$ cat config.mk
export PLATFORM = sky130hd
export DESIGN_NAME = sdram_arbit_flat
export DESIGN_NICKNAME = d
export VERILOG_FILES = /design/src/rtl/sdram_arbit_pkg.sv /design/src/rtl/sdram_arbit_if.sv /design/src/rtl/sdram_arbit_aref.sv /design/src/rtl/sdram_arbit.sv /design/src/flat_wrapper.sv
export SDC_FILE = /design/constraint.sdc
export NUM_CORES = 1
export LEC_CHECK = 0
export BUFFER_PORTS_ARGS = -buffer_cell sky130_fd_sc_hd__buf_4
export CORE_ASPECT_RATIO = 0.5
export CORE_UTILIZATION = 43
export DETAILED_ROUTE_END_ITERATION = 8
export PLACE_DENSITY_LB_ADDON = 0.05
export SLEW_MARGIN = 20
export SYNTH_ARGS = -nofsm -noshare
export SYNTH_HDL_FRONTEND = slang
export SYNTH_SLANG_ARGS = --single-unit
$ cat constraint.sdc
create_clock -name sclk -period 2 [get_ports sclk]
set_input_delay 0.4 -clock sclk [delete_from_list [all_inputs] [get_ports sclk]]
set_output_delay 0.4 -clock sclk [all_outputs]
set_load 0.01 [all_outputs]
$ cat src/rtl/sdram_arbit_pkg.sv
// Shared SDRAM command encodings, bus widths and arbiter state encoding
// for the SDRAM command-bus arbiter and its refresh sequencer.
package sdram_arbit_pkg;

  localparam int ADDR_W = 13;
  localparam int BANK_W = 2;
  localparam int A10    = 10;

  // {cs_n, ras_n, cas_n, we_n}
  typedef logic [3:0] sdram_cmd_t;

  localparam sdram_cmd_t CMD_NOP  = 4'b0111;
  localparam sdram_cmd_t CMD_PRE  = 4'b0010;
  localparam sdram_cmd_t CMD_AREF = 4'b0001;
  localparam sdram_cmd_t CMD_MSET = 4'b0000;
  localparam sdram_cmd_t CMD_ACT  = 4'b0011;
  localparam sdram_cmd_t CMD_RD   = 4'b0101;
  localparam sdram_cmd_t CMD_WR   = 4'b0100;

  // A10 high on PRECHARGE selects all banks
  localparam logic [ADDR_W-1:0] PRE_ALL_ADDR = ADDR_W'(1) << A10;

  typedef enum logic [2:0] {
    ST_INIT,
    ST_ARBIT,
    ST_AREF,
    ST_WRITE,
    ST_READ
  } arb_state_t;

endpackage

$ cat src/rtl/sdram_arbit_if.sv
// Requester, init-block and SDRAM pad signals around the command-bus arbiter.
// slave = arbiter side, master = the surrounding blocks / pads.
interface sdram_arbit_if;
  import sdram_arbit_pkg::*;

  sdram_cmd_t              init_cmd;
  logic [ADDR_W-1:0]       init_addr;
  logic                    flag_init_end;

  logic                    wr_req;
  logic                    rd_req;
  sdram_cmd_t              wr_cmd;
  sdram_cmd_t              rd_cmd;
  logic [ADDR_W-1:0]       wr_addr;
  logic [ADDR_W-1:0]       rd_addr;
  logic [BANK_W-1:0]       wr_bank;
  logic [BANK_W-1:0]       rd_bank;
  logic                    wr_end;
  logic                    rd_end;

  logic                    wr_en;
  logic                    rd_en;
  logic                    ref_pending;

  logic                    sdram_cke;
  logic                    sdram_cs_n;
  logic                    sdram_ras_n;
  logic                    sdram_cas_n;
  logic                    sdram_we_n;
  logic [BANK_W-1:0]       sdram_bank;
  logic [ADDR_W-1:0]       sdram_addr;

  modport slave (
    input  init_cmd, init_addr, flag_init_end,
           wr_req, rd_req, wr_cmd, rd_cmd, wr_addr, rd_addr,
           wr_bank, rd_bank, wr_end, rd_end,
    output wr_en, rd_en, ref_pending,
           sdram_cke, sdram_cs_n, sdram_ras_n, sdram_cas_n, sdram_we_n,
           sdram_bank, sdram_addr
  );

  modport master (
    output init_cmd, init_addr, flag_init_end,
           wr_req, rd_req, wr_cmd, rd_cmd, wr_addr, rd_addr,
           wr_bank, rd_bank, wr_end, rd_end,
    input  wr_en, rd_en, ref_pending,
           sdram_cke, sdram_cs_n, sdram_ras_n, sdram_cas_n, sdram_we_n,
           sdram_bank, sdram_addr
  );

endinterface

$ cat src/rtl/sdram_arbit_aref.sv
// Periodic auto-refresh timer plus the PRE-all / AREF command sequencer
// that runs while the arbiter sits in its AREF state.
module sdram_aref
  import sdram_arbit_pkg::*;
#(
  parameter int REF_PERIOD = 390,
  parameter int T_RP       = 2,
  parameter int T_RFC      = 4
) (
  input  logic              sclk,
  input  logic              s_rst_n,
  input  logic              init_done,
  input  logic              start,
  output logic              ref_pending,
  output sdram_cmd_t        aref_cmd,
  output logic [ADDR_W-1:0] aref_addr,
  output logic              aref_done
);

  localparam int SEQ_LEN = T_RP + T_RFC + 2;
  localparam int CNT_W   = $clog2(REF_PERIOD);
  localparam int K_W     = $clog2(SEQ_LEN);

  logic [CNT_W-1:0] ref_cnt_q, ref_cnt_d;
  logic [K_W-1:0]   k_q, k_d;
  logic             pend_q, pend_d;
  logic             wrap;

  // NOTE: every combinational output gets a default first, so no path leaves it unassigned (no latch).
  always_comb begin
    wrap      = init_done && (ref_cnt_q == CNT_W'(REF_PERIOD - 1));
    ref_cnt_d = ref_cnt_q;
    if (init_done) ref_cnt_d = wrap ? '0 : ref_cnt_q + 1'b1;

    aref_done = start && (k_q == K_W'(SEQ_LEN - 1));
    k_d       = (start && !aref_done) ? k_q + 1'b1 : '0;
    // A wrap landing on the exit cycle must not be lost
    pend_d    = wrap || (pend_q && !aref_done);

    aref_cmd  = CMD_NOP;
    aref_addr = '0;
    if (start) begin
      if (k_q == '0) begin
        aref_cmd  = CMD_PRE;
        aref_addr = PRE_ALL_ADDR;
      end else if (k_q == K_W'(T_RP + 1)) begin
        aref_cmd  = CMD_AREF;
      end
    end
  end

  // NOTE: sequential state uses non-blocking assignments so all registers update from pre-edge values.
  always_ff @(posedge sclk or negedge s_rst_n) begin
    if (!s_rst_n) begin
      ref_cnt_q <= '0;
      k_q       <= '0;
      pend_q    <= 1'b0;
    end else begin
      ref_cnt_q <= ref_cnt_d;
      k_q       <= k_d;
      pend_q    <= pend_d;
    end
  end

  assign ref_pending = pend_q;

endmodule

$ cat src/rtl/sdram_arbit.sv
// Sole owner of the SDRAM command/address pins: passes init through, then
// arbitrates refresh > write > read onto one command bus.
module sdram_arbit
  import sdram_arbit_pkg::*;
#(
  parameter int REF_PERIOD = 390,
  parameter int T_RP       = 2,
  parameter int T_RFC      = 4
) (
  input  logic          sclk,
  input  logic          s_rst_n,
  sdram_arbit_if.slave  bus
);

  arb_state_t        state_q, state_d;
  logic              cke_q;
  sdram_cmd_t        aref_cmd;
  logic [ADDR_W-1:0] aref_addr;
  logic              aref_done;
  sdram_cmd_t        pin_cmd;

  sdram_aref #(
    .REF_PERIOD (REF_PERIOD),
    .T_RP       (T_RP),
    .T_RFC      (T_RFC)
  ) u_aref (
    .sclk        (sclk),
    .s_rst_n     (s_rst_n),
    .init_done   (state_q != ST_INIT),
    .start       (state_q == ST_AREF),
    .ref_pending (bus.ref_pending),
    .aref_cmd    (aref_cmd),
    .aref_addr   (aref_addr),
    .aref_done   (aref_done)
  );

  always_ff @(posedge sclk or negedge s_rst_n) begin
    if (!s_rst_n) begin
      state_q <= ST_INIT;
      cke_q   <= 1'b0;
    end else begin
      state_q <= state_d;
      cke_q   <= 1'b1;
    end
  end

  // Refresh never pre-empts an owner; it is only taken from ARBIT
  always_comb begin
    state_d = state_q;
    unique case (state_q)
      ST_INIT:  if (bus.flag_init_end) state_d = ST_ARBIT;
      ST_ARBIT: begin
        if (bus.ref_pending)  state_d = ST_AREF;
        else if (bus.wr_req)  state_d = ST_WRITE;
        else if (bus.rd_req)  state_d = ST_READ;
      end
      ST_AREF:  if (aref_done)  state_d = ST_ARBIT;
      ST_WRITE: if (bus.wr_end) state_d = ST_ARBIT;
      ST_READ:  if (bus.rd_end) state_d = ST_ARBIT;
      default:  state_d = ST_INIT;
    endcase
  end

  always_comb begin
    bus.wr_en      = (state_q == ST_WRITE);
    bus.rd_en      = (state_q == ST_READ);
    pin_cmd        = CMD_NOP;
    bus.sdram_bank = '0;
    bus.sdram_addr = '0;
    unique case (state_q)
      ST_INIT: begin
        pin_cmd        = bus.init_cmd;
        bus.sdram_addr = bus.init_addr;
      end
      ST_AREF: begin
        pin_cmd        = aref_cmd;
        bus.sdram_addr = aref_addr;
      end
      ST_WRITE: begin
        pin_cmd        = bus.wr_cmd;
        bus.sdram_bank = bus.wr_bank;
        bus.sdram_addr = bus.wr_addr;
      end
      ST_READ: begin
        pin_cmd        = bus.rd_cmd;
        bus.sdram_bank = bus.rd_bank;
        bus.sdram_addr = bus.rd_addr;
      end
      default: ;
    endcase
    {bus.sdram_cs_n, bus.sdram_ras_n, bus.sdram_cas_n, bus.sdram_we_n} = pin_cmd;
  end

  assign bus.sdram_cke = cke_q;

endmodule
$ cat src/flat_wrapper.sv
// flat-port wrapper written by rule: the top's interface ports become plain ports
module sdram_arbit_flat import sdram_arbit_pkg::*;
#(
  parameter int REF_PERIOD = 390,
  parameter int T_RP       = 2,
  parameter int T_RFC      = 4
)
  (sclk, s_rst_n, bus_init_cmd, bus_init_addr, bus_flag_init_end, bus_wr_req, bus_rd_req, bus_wr_cmd, bus_rd_cmd, bus_wr_addr, bus_rd_addr, bus_wr_bank, bus_rd_bank, bus_wr_end, bus_rd_end, bus_wr_en, bus_rd_en, bus_ref_pending, bus_sdram_cke, bus_sdram_cs_n, bus_sdram_ras_n, bus_sdram_cas_n, bus_sdram_we_n, bus_sdram_bank, bus_sdram_addr);
  sdram_arbit_if bus_i ();
  input  logic sclk;
  input  logic s_rst_n;
  input wire logic [$bits(bus_i.init_cmd)-1:0] bus_init_cmd;
  input wire logic [$bits(bus_i.init_addr)-1:0] bus_init_addr;
  input wire logic [$bits(bus_i.flag_init_end)-1:0] bus_flag_init_end;
  input wire logic [$bits(bus_i.wr_req)-1:0] bus_wr_req;
  input wire logic [$bits(bus_i.rd_req)-1:0] bus_rd_req;
  input wire logic [$bits(bus_i.wr_cmd)-1:0] bus_wr_cmd;
  input wire logic [$bits(bus_i.rd_cmd)-1:0] bus_rd_cmd;
  input wire logic [$bits(bus_i.wr_addr)-1:0] bus_wr_addr;
  input wire logic [$bits(bus_i.rd_addr)-1:0] bus_rd_addr;
  input wire logic [$bits(bus_i.wr_bank)-1:0] bus_wr_bank;
  input wire logic [$bits(bus_i.rd_bank)-1:0] bus_rd_bank;
  input wire logic [$bits(bus_i.wr_end)-1:0] bus_wr_end;
  input wire logic [$bits(bus_i.rd_end)-1:0] bus_rd_end;
  output wire logic [$bits(bus_i.wr_en)-1:0] bus_wr_en;
  output wire logic [$bits(bus_i.rd_en)-1:0] bus_rd_en;
  output wire logic [$bits(bus_i.ref_pending)-1:0] bus_ref_pending;
  output wire logic [$bits(bus_i.sdram_cke)-1:0] bus_sdram_cke;
  output wire logic [$bits(bus_i.sdram_cs_n)-1:0] bus_sdram_cs_n;
  output wire logic [$bits(bus_i.sdram_ras_n)-1:0] bus_sdram_ras_n;
  output wire logic [$bits(bus_i.sdram_cas_n)-1:0] bus_sdram_cas_n;
  output wire logic [$bits(bus_i.sdram_we_n)-1:0] bus_sdram_we_n;
  output wire logic [$bits(bus_i.sdram_bank)-1:0] bus_sdram_bank;
  output wire logic [$bits(bus_i.sdram_addr)-1:0] bus_sdram_addr;
  assign bus_i.init_cmd = bus_init_cmd;
  assign bus_i.init_addr = bus_init_addr;
  assign bus_i.flag_init_end = bus_flag_init_end;
  assign bus_i.wr_req = bus_wr_req;
  assign bus_i.rd_req = bus_rd_req;
  assign bus_i.wr_cmd = bus_wr_cmd;
  assign bus_i.rd_cmd = bus_rd_cmd;
  assign bus_i.wr_addr = bus_wr_addr;
  assign bus_i.rd_addr = bus_rd_addr;
  assign bus_i.wr_bank = bus_wr_bank;
  assign bus_i.rd_bank = bus_rd_bank;
  assign bus_i.wr_end = bus_wr_end;
  assign bus_i.rd_end = bus_rd_end;
  assign bus_wr_en = bus_i.wr_en;
  assign bus_rd_en = bus_i.rd_en;
  assign bus_ref_pending = bus_i.ref_pending;
  assign bus_sdram_cke = bus_i.sdram_cke;
  assign bus_sdram_cs_n = bus_i.sdram_cs_n;
  assign bus_sdram_ras_n = bus_i.sdram_ras_n;
  assign bus_sdram_cas_n = bus_i.sdram_cas_n;
  assign bus_sdram_we_n = bus_i.sdram_we_n;
  assign bus_sdram_bank = bus_i.sdram_bank;
  assign bus_sdram_addr = bus_i.sdram_addr;
  sdram_arbit #(.REF_PERIOD(REF_PERIOD), .T_RP(T_RP), .T_RFC(T_RFC)) u_core (.sclk(sclk), .s_rst_n(s_rst_n), .bus(bus_i));
endmodule
==> qor.txt, run 1 <==
row count - 13
dominant synthesized flop cell - dfrtp_1
Fmax - 502.0 MHz
commonest cells after routing, fill and taps aside - buf_4, nand2_1, nor2_1, o21ai_0, dfrtp_1
critical path's largest stage delay - 390 ps
Tcrit/Tclk final - 99.61%
initial antenna violation count - 0
Antenna Violating Nets Remaining - 0
Hold Fails Final Rpt - 0
outcome - completed
count of final setup violators - 0
dpl cells - 286
Antenna Cells - 0
Final HPWL DP - 3351 um
crit path max-delay cell type - dfrtp_1
fraction of layout cells with a size suffix above 1 - 46.95%
Worst EP arrival - 1590 ps
worst path cell trace - inv_1, ha_2, nor2b_4, nand2_2, a21boi_1, o31ai_1, buf_4
# DRC - 0
first-pass iteration count of the detailed router - 5
fin cells - 299
height of the die - 41.59 um
Syn Std Cell Area - 1348 sq um
Hold Path Class - input pin to register
Distinct cells, synth - 45
grt total ovfl - 0
CP startpoint kind - register
sequential area share after synthesis - 31.57%
Avg Inst Size Synth - 8.069 sq um
max-slew violations - 0
CTS max path bufs - 2
Yosys top cell area share - 31.57%
Nets - 331
IO Count - 85
vias in the first global route - 1511
CTS root buf - clkbuf_8
fin crit period - 1992 ps
Core Region - 2781 sq um
final WL - 4590 um
IO buf count - 84
Worst-Skew Late Latency - 260 ps
simple-gate share of the synthesized area - 21.82%
via count - 1624
Num CTS Buffers - 3
die area - 3375 sq um
Sink Count - 17
Synth Net Count - 235
commonest non-fill, non-tap cell in the layout - buf_4
CP required - 1600 ps
Async SR Flop Fraction - 100.0%
CP Max Fanout - 3
global placer's final weighted congestion - 0.7855
CP endpoint kind - primary output
Initial Util - 48.45%
total chip power - 2.632 mW
Synth area leader - dfrtp_1
Yosys reg bits - 17
first-pass GRT wire length - 7038 um
Adder-Cell Fraction of Synth Area - 5.571%
post-DR wirelength/cell - 15.35 um
main combinational cell family by area after synthesis - compound AO/OA/AOI/OAI gates
Vias per Instance - 5.431
largest net degree at the start of global routing - 18
multiplexer area fraction after synthesis - 0%
yosys warns - 0
Clock transition at path regs - 60 ps
CTS tree - done
Layout area overhead - 63.70%
CP Class - register to primary output
chip width - 81.17 um
Synth Area in XOR/XNOR - 1.950%
number of synthesized flops with an enable pin - 0
RSZ-0062 raised after global routing - yes
worst vdd ir - 0.8720 mV
static leakage - 1.100 nW
H-tree depth - 1
Synth Area in Compound Gates - 32.87%
clk_skew - 2.379 ps
Max Cap Viol - 0
main area contributors after synthesis - dfrtp_1, a22oi_1, nand2_1
First DRT Iteration DRCs - 59
PD cells - 1193 nW/um^2
Global Route Usage Sum - 26.99%
synthesized instance count - 167
stage by stage:
step           util [%]  setup WS [ps]  area, sq um  hold slack, ps  TNS (ps)
2_1_floorplan         -          271.4         1348           104.4         0
6_report          79.31          7.791         2206           432.4         0
5_1_grt           79.31         -104.6         2206           450.1    -176.3
4_1_cts           76.88         -36.48         2138           429.4    -62.60
3_5_place_dp      73.28          121.1         2038           274.7         0
3_3_place_gp      73.28          162.9         2038           273.7         0
power breakdown:
part	leakage [nW]	internal [mW]	total (mW)	switching, mW
clock network	0.0255	0.138	0.261	0.122
registers	0.217	0.452	0.602	0.150
logic	0.858	0.909	1.77	0.860
total	1.10	1.50	2.63	1.13
timing repair:
item,in CTS,in global routing
gates cloned,1,0
pin swaps,1,5
endpoints found under the hold margin,15,0
setup endpoints to repair,16,14
resized for setup,8,8
hold buffers,1,0
buffers inserted,2,5
synth_stat cells, drive strengths merged (2+ instances only):
| cell | number |
|---|---|
| ha | 6 |
| dfrtp | 17 |
| a21o | 4 |
| o21ai | 16 |
| a22oi | 12 |
| o31a | 2 |
| nor2b | 3 |
| nor2 | 16 |
| o32ai | 2 |
| a22o | 4 |
| nand2 | 22 |
| a211oi | 3 |
| a221oi | 2 |
| clkbuf | 3 |
| o22ai | 2 |
| xor2 | 3 |
| nor3 | 3 |
| buf | 7 |
| a21oi | 6 |
| inv | 9 |
| and3 | 3 |
| nand2b | 5 |
registers in the layout (all words and copies together), names as in the netlist:
register,flops
u_core.u_aref.ref_cnt_q,9
u_core.state_q,3
u_core.u_aref.k_q,3
u_core.bus.sdram_cke,1
u_core.u_aref.ref_pending,1
metal layers:
metal  vias up  GRT usage [%]  share of wire, %
li1        803              -                 -
met1       749          34.71                45
met2        63          46.39                48
met3         9          3.956               5.8
met4         0          8.929               1.2
met5         -              0                 0
area by class of cell:
| class | instances | area (sq um) |
|---|---|---|
| Timing Repair inverter | 1 | 7.507 |
| Tap cell | 37 | 46.29 |
| Inverter | 9 | 36.28 |
| Multi-Input combinational cell | 131 | 887.1 |
| Clock buffer | 3 | 41.29 |
| Clock inverter | 1 | 5.005 |
| Timing Repair Buffer | 100 | 754.5 |
| Fill cell | 193 | 575.6 |
| Sequential cell | 17 | 427.9 |
critical path, delay by kind of cell, from the launching register on:
kind                       cells  cell delay (ps)
buffers and inverters          2              220
and+or+nand+nor                2              220
DFF                            1              390
AOI/OAI and AO/OA              2              340
adders and majority gates      1              170
final timing paths:
check | depth (start not counted) | slack, ps | from | endpoint
hold reg to reg | 1 | 470 | u_core.u_aref.k_q[0] | u_core.u_aref.k_q[0]
setup / recovery | 7 | 8 | u_core.u_aref.k_q[0] | bus_sdram_addr[10]
hold / removal | 3 | 430 | bus_rd_req | u_core.state_q[2]
setup reg to reg | 6 | 170 | u_core.u_aref.ref_cnt_q[1] | u_core.u_aref.ref_cnt_q[8]
max in group asynchronous | 2 | 1260 | s_rst_n | u_core.state_q[0]
min in group asynchronous | 2 | 540 | s_rst_n | u_core.u_aref.ref_cnt_q[3]
cell families (layout without fill, tap and decap cells):
| group | Yosys count | in the layout |
|---|---|---|
| flops | 17 | 17 |
| other cells | 1 | 1 |
| buf+inv | 19 | 114 |
| simple gates | 58 | 58 |
| fa+ha+maj | 6 | 6 |
| xor+xnor | 3 | 3 |
| compound gates | 63 | 63 |
Note: power is estimated with default switching activity, not from simulation.
==> run 2: changes to the inputs <==
Settings changed: BUFFER_PORTS_ARGS -buffer_cell sky130_fd_sc_hd__buf_4 to -buffer_cell sky130_fd_sc_hd__buf_2, CORE_MARGIN set to 1.5.
==> run 2 against run 1 <==
Net effect:
- the flow now finishes with violations (negative setup slack)
- global-route usage down 5.3 points
- utilization down 16 points
- cell count down 2.0%
- clock power down 3%
- non-clock buffer count down 8
- sequential cell count unchanged
- critical path type unchanged
- critical endpoint unchanged
- largest power group unchanged
==> qor.txt, run 2 (synthesis results as in run 1) <==
Vias per Instance - 5.232
CP Class - register to primary output
First DRT Iteration DRCs - 70
vias in the first global route - 1405
grt total ovfl - 0
IO buf count - 84
via count - 1533
worst vdd ir - 0.6788 mV
largest register by flop count - u_core.u_aref.ref_cnt_q
Antenna Cells - 0
first-pass iteration count of the detailed router - 4
static leakage - 0.9812 nW
Worst EP arrival - 1600 ps
Reg2Reg Depth - 6
fin worst setup slack - -2.739 ps
Fmax - 499.3 MHz
height of the die - 42.59 um
failing checks - negative setup slack
# DRC - 0
largest net degree at the start of global routing - 18
Setup Slack @ Placement - 218.7 ps
worst r2r src - u_core.u_aref.ref_cnt_q[1]
chip width - 82.17 um
Core Region - 2995 sq um
dpl cells - 288
metal3 WL - 270 um
max FFs per register - 9
clk_skew - 2.166 ps
commonest cells after routing, fill and taps aside - buf_2, nand2_1, dfrtp_1
reg2reg end - u_core.u_aref.ref_cnt_q[1]
Hold Fails Final Rpt - 0
die area - 3499 sq um
top routing layer in use - met4
PD cells - 1219 nW/um^2
Fillers - 291
Sink Count - 17
Nets - 322
met2 routed WL - 1847 um
initial antenna violation count - 0
Layout area overhead - 41.13%
CTS root buf - clkbuf_8
met1 WL - 1682 um
CTS tree - done
CP Max Fanout - 16
Hold Path Class - input pin to async pin
r2r setup slk - 180 ps
largest registers - u_core.u_aref.ref_cnt_q (9), u_core.state_q (3), u_core.u_aref.k_q (3)
commonest non-fill, non-tap cell in the layout - buf_2
row count - 14
Max Cap Viol - 0
count of final setup violators - 1
Clock transition at path regs - 60 ps
fin crit period - 2003 ps
Global Route Usage Sum - 21.74%
Final HPWL DP - 2994 um
fin cells - 293
RSZ-0062 raised after global routing - yes
hold-fix buffer count after cts - 0
Tcrit/Tclk final - 100.1%
fraction of layout cells with a size suffix above 1 - 42.69%
CTS max path bufs - 2
max-slew violations - 0
Num CTS Buffers - 3
IO Count - 85
CP startpoint kind - register
final WL - 3821 um
global placer's final weighted congestion - 0.8013
CP endpoint kind - primary output
H-tree depth - 1
Initial Util - 44.99%
CP required - 1600 ps
Antenna Violating Nets Remaining - 0
first-pass GRT wire length - 5878 um
Worst-Skew Late Latency - 250 ps
post-DR wirelength/cell - 13.04 um
outcome - finished, violations left
==> run 2: cell types whose count changed in the layout (fill, tap and decap cells not counted), sizes merged <==
cell	previous run	this run
dlygate4sd3	1	0
clkinvlp	1	0
buf	98	92
inv	9	8
==> run 2: layout make-up <==
class | instances | area [sq um] | share of cell area [%]
clock buffer | 4 | 45.04 | 2.368
inverter | 9 | 38.79 | 2.039
multi-input combinational | 131 | 860.8 | 45.26
sequential | 17 | 426.7 | 22.43
tap | 40 | 50.05 | 2.632
timing repair buffer | 92 | 480.5 | 25.26
==> run 2: worst max-delay path by stage <==
stage	startpoint	end	slack, ps
after floorplan	u_core.state_q[1]	bus_sdram_addr[0]	270
after global placement	u_core.u_aref.k_q[0]	bus_sdram_addr[10]	230
after detailed placement	u_core.u_aref.ref_cnt_q[1]	u_core.u_aref.ref_cnt_q[1]	220
after CTS	u_core.state_q[0]	bus_sdram_addr[10]	10
after global routing	u_core.u_aref.k_q[0]	bus_sdram_addr[10]	-100
final	u_core.state_q[0]	bus_sdram_addr[10]	-3
==> run 2: repair_timing <==
item / CTS / global route
resized for setup: 6 / 4
buffers inserted: 0 / 1
setup endpoints to repair: 16 / 17
pin swaps: 0 / 1
==> run 2: stage by stage <==
| step | util (%) | setup TNS (ps) | total power, mW | hold WS, ps | cell area [sq um] |
|---|---|---|---|---|---|
| after global routing | 63.49 | -495.9 | 2.519 | 96.63 | 1902 |
| after floorplan | - | 0 | 1.514 | 104.4 | 1348 |
| final | 63.49 | -2.739 | 2.318 | 61.70 | 1902 |
| after global placement | 60.90 | 0 | 1.982 | 337.1 | 1824 |
| after detailed placement | 60.90 | 0 | 2.013 | 344.3 | 1824 |
| after CTS | 62.91 | 0 | 2.299 | 71.17 | 1884 |
==> run 2: worst max-delay path, cell delays in order, from the launching register on <==
cell and delay, ps:
dfrtp_2 420, nand2b_1 160, nand2b_1 220, clkinv_4 160, a32oi_1 170, o31ai_1 80
buf_2 140
==> run 2: routing by layer <==
| layer | GRT usage [%] | vias to the layer above |
|---|---|---|
| li1 | - | 774 |
| met1 | 27.36 | 712 |
| met2 | 38.36 | 43 |
| met3 | 4.130 | 4 |
| met4 | 5.085 | 0 |
| met5 | 0 | - |
==> run 2: where the power goes <==
group / internal [mW] / total, mW / switching (mW)
sequential: 0.450 / 0.597 / 0.147
combinational: 0.686 / 1.47 / 0.784
clock: 0.141 / 0.252 / 0.110
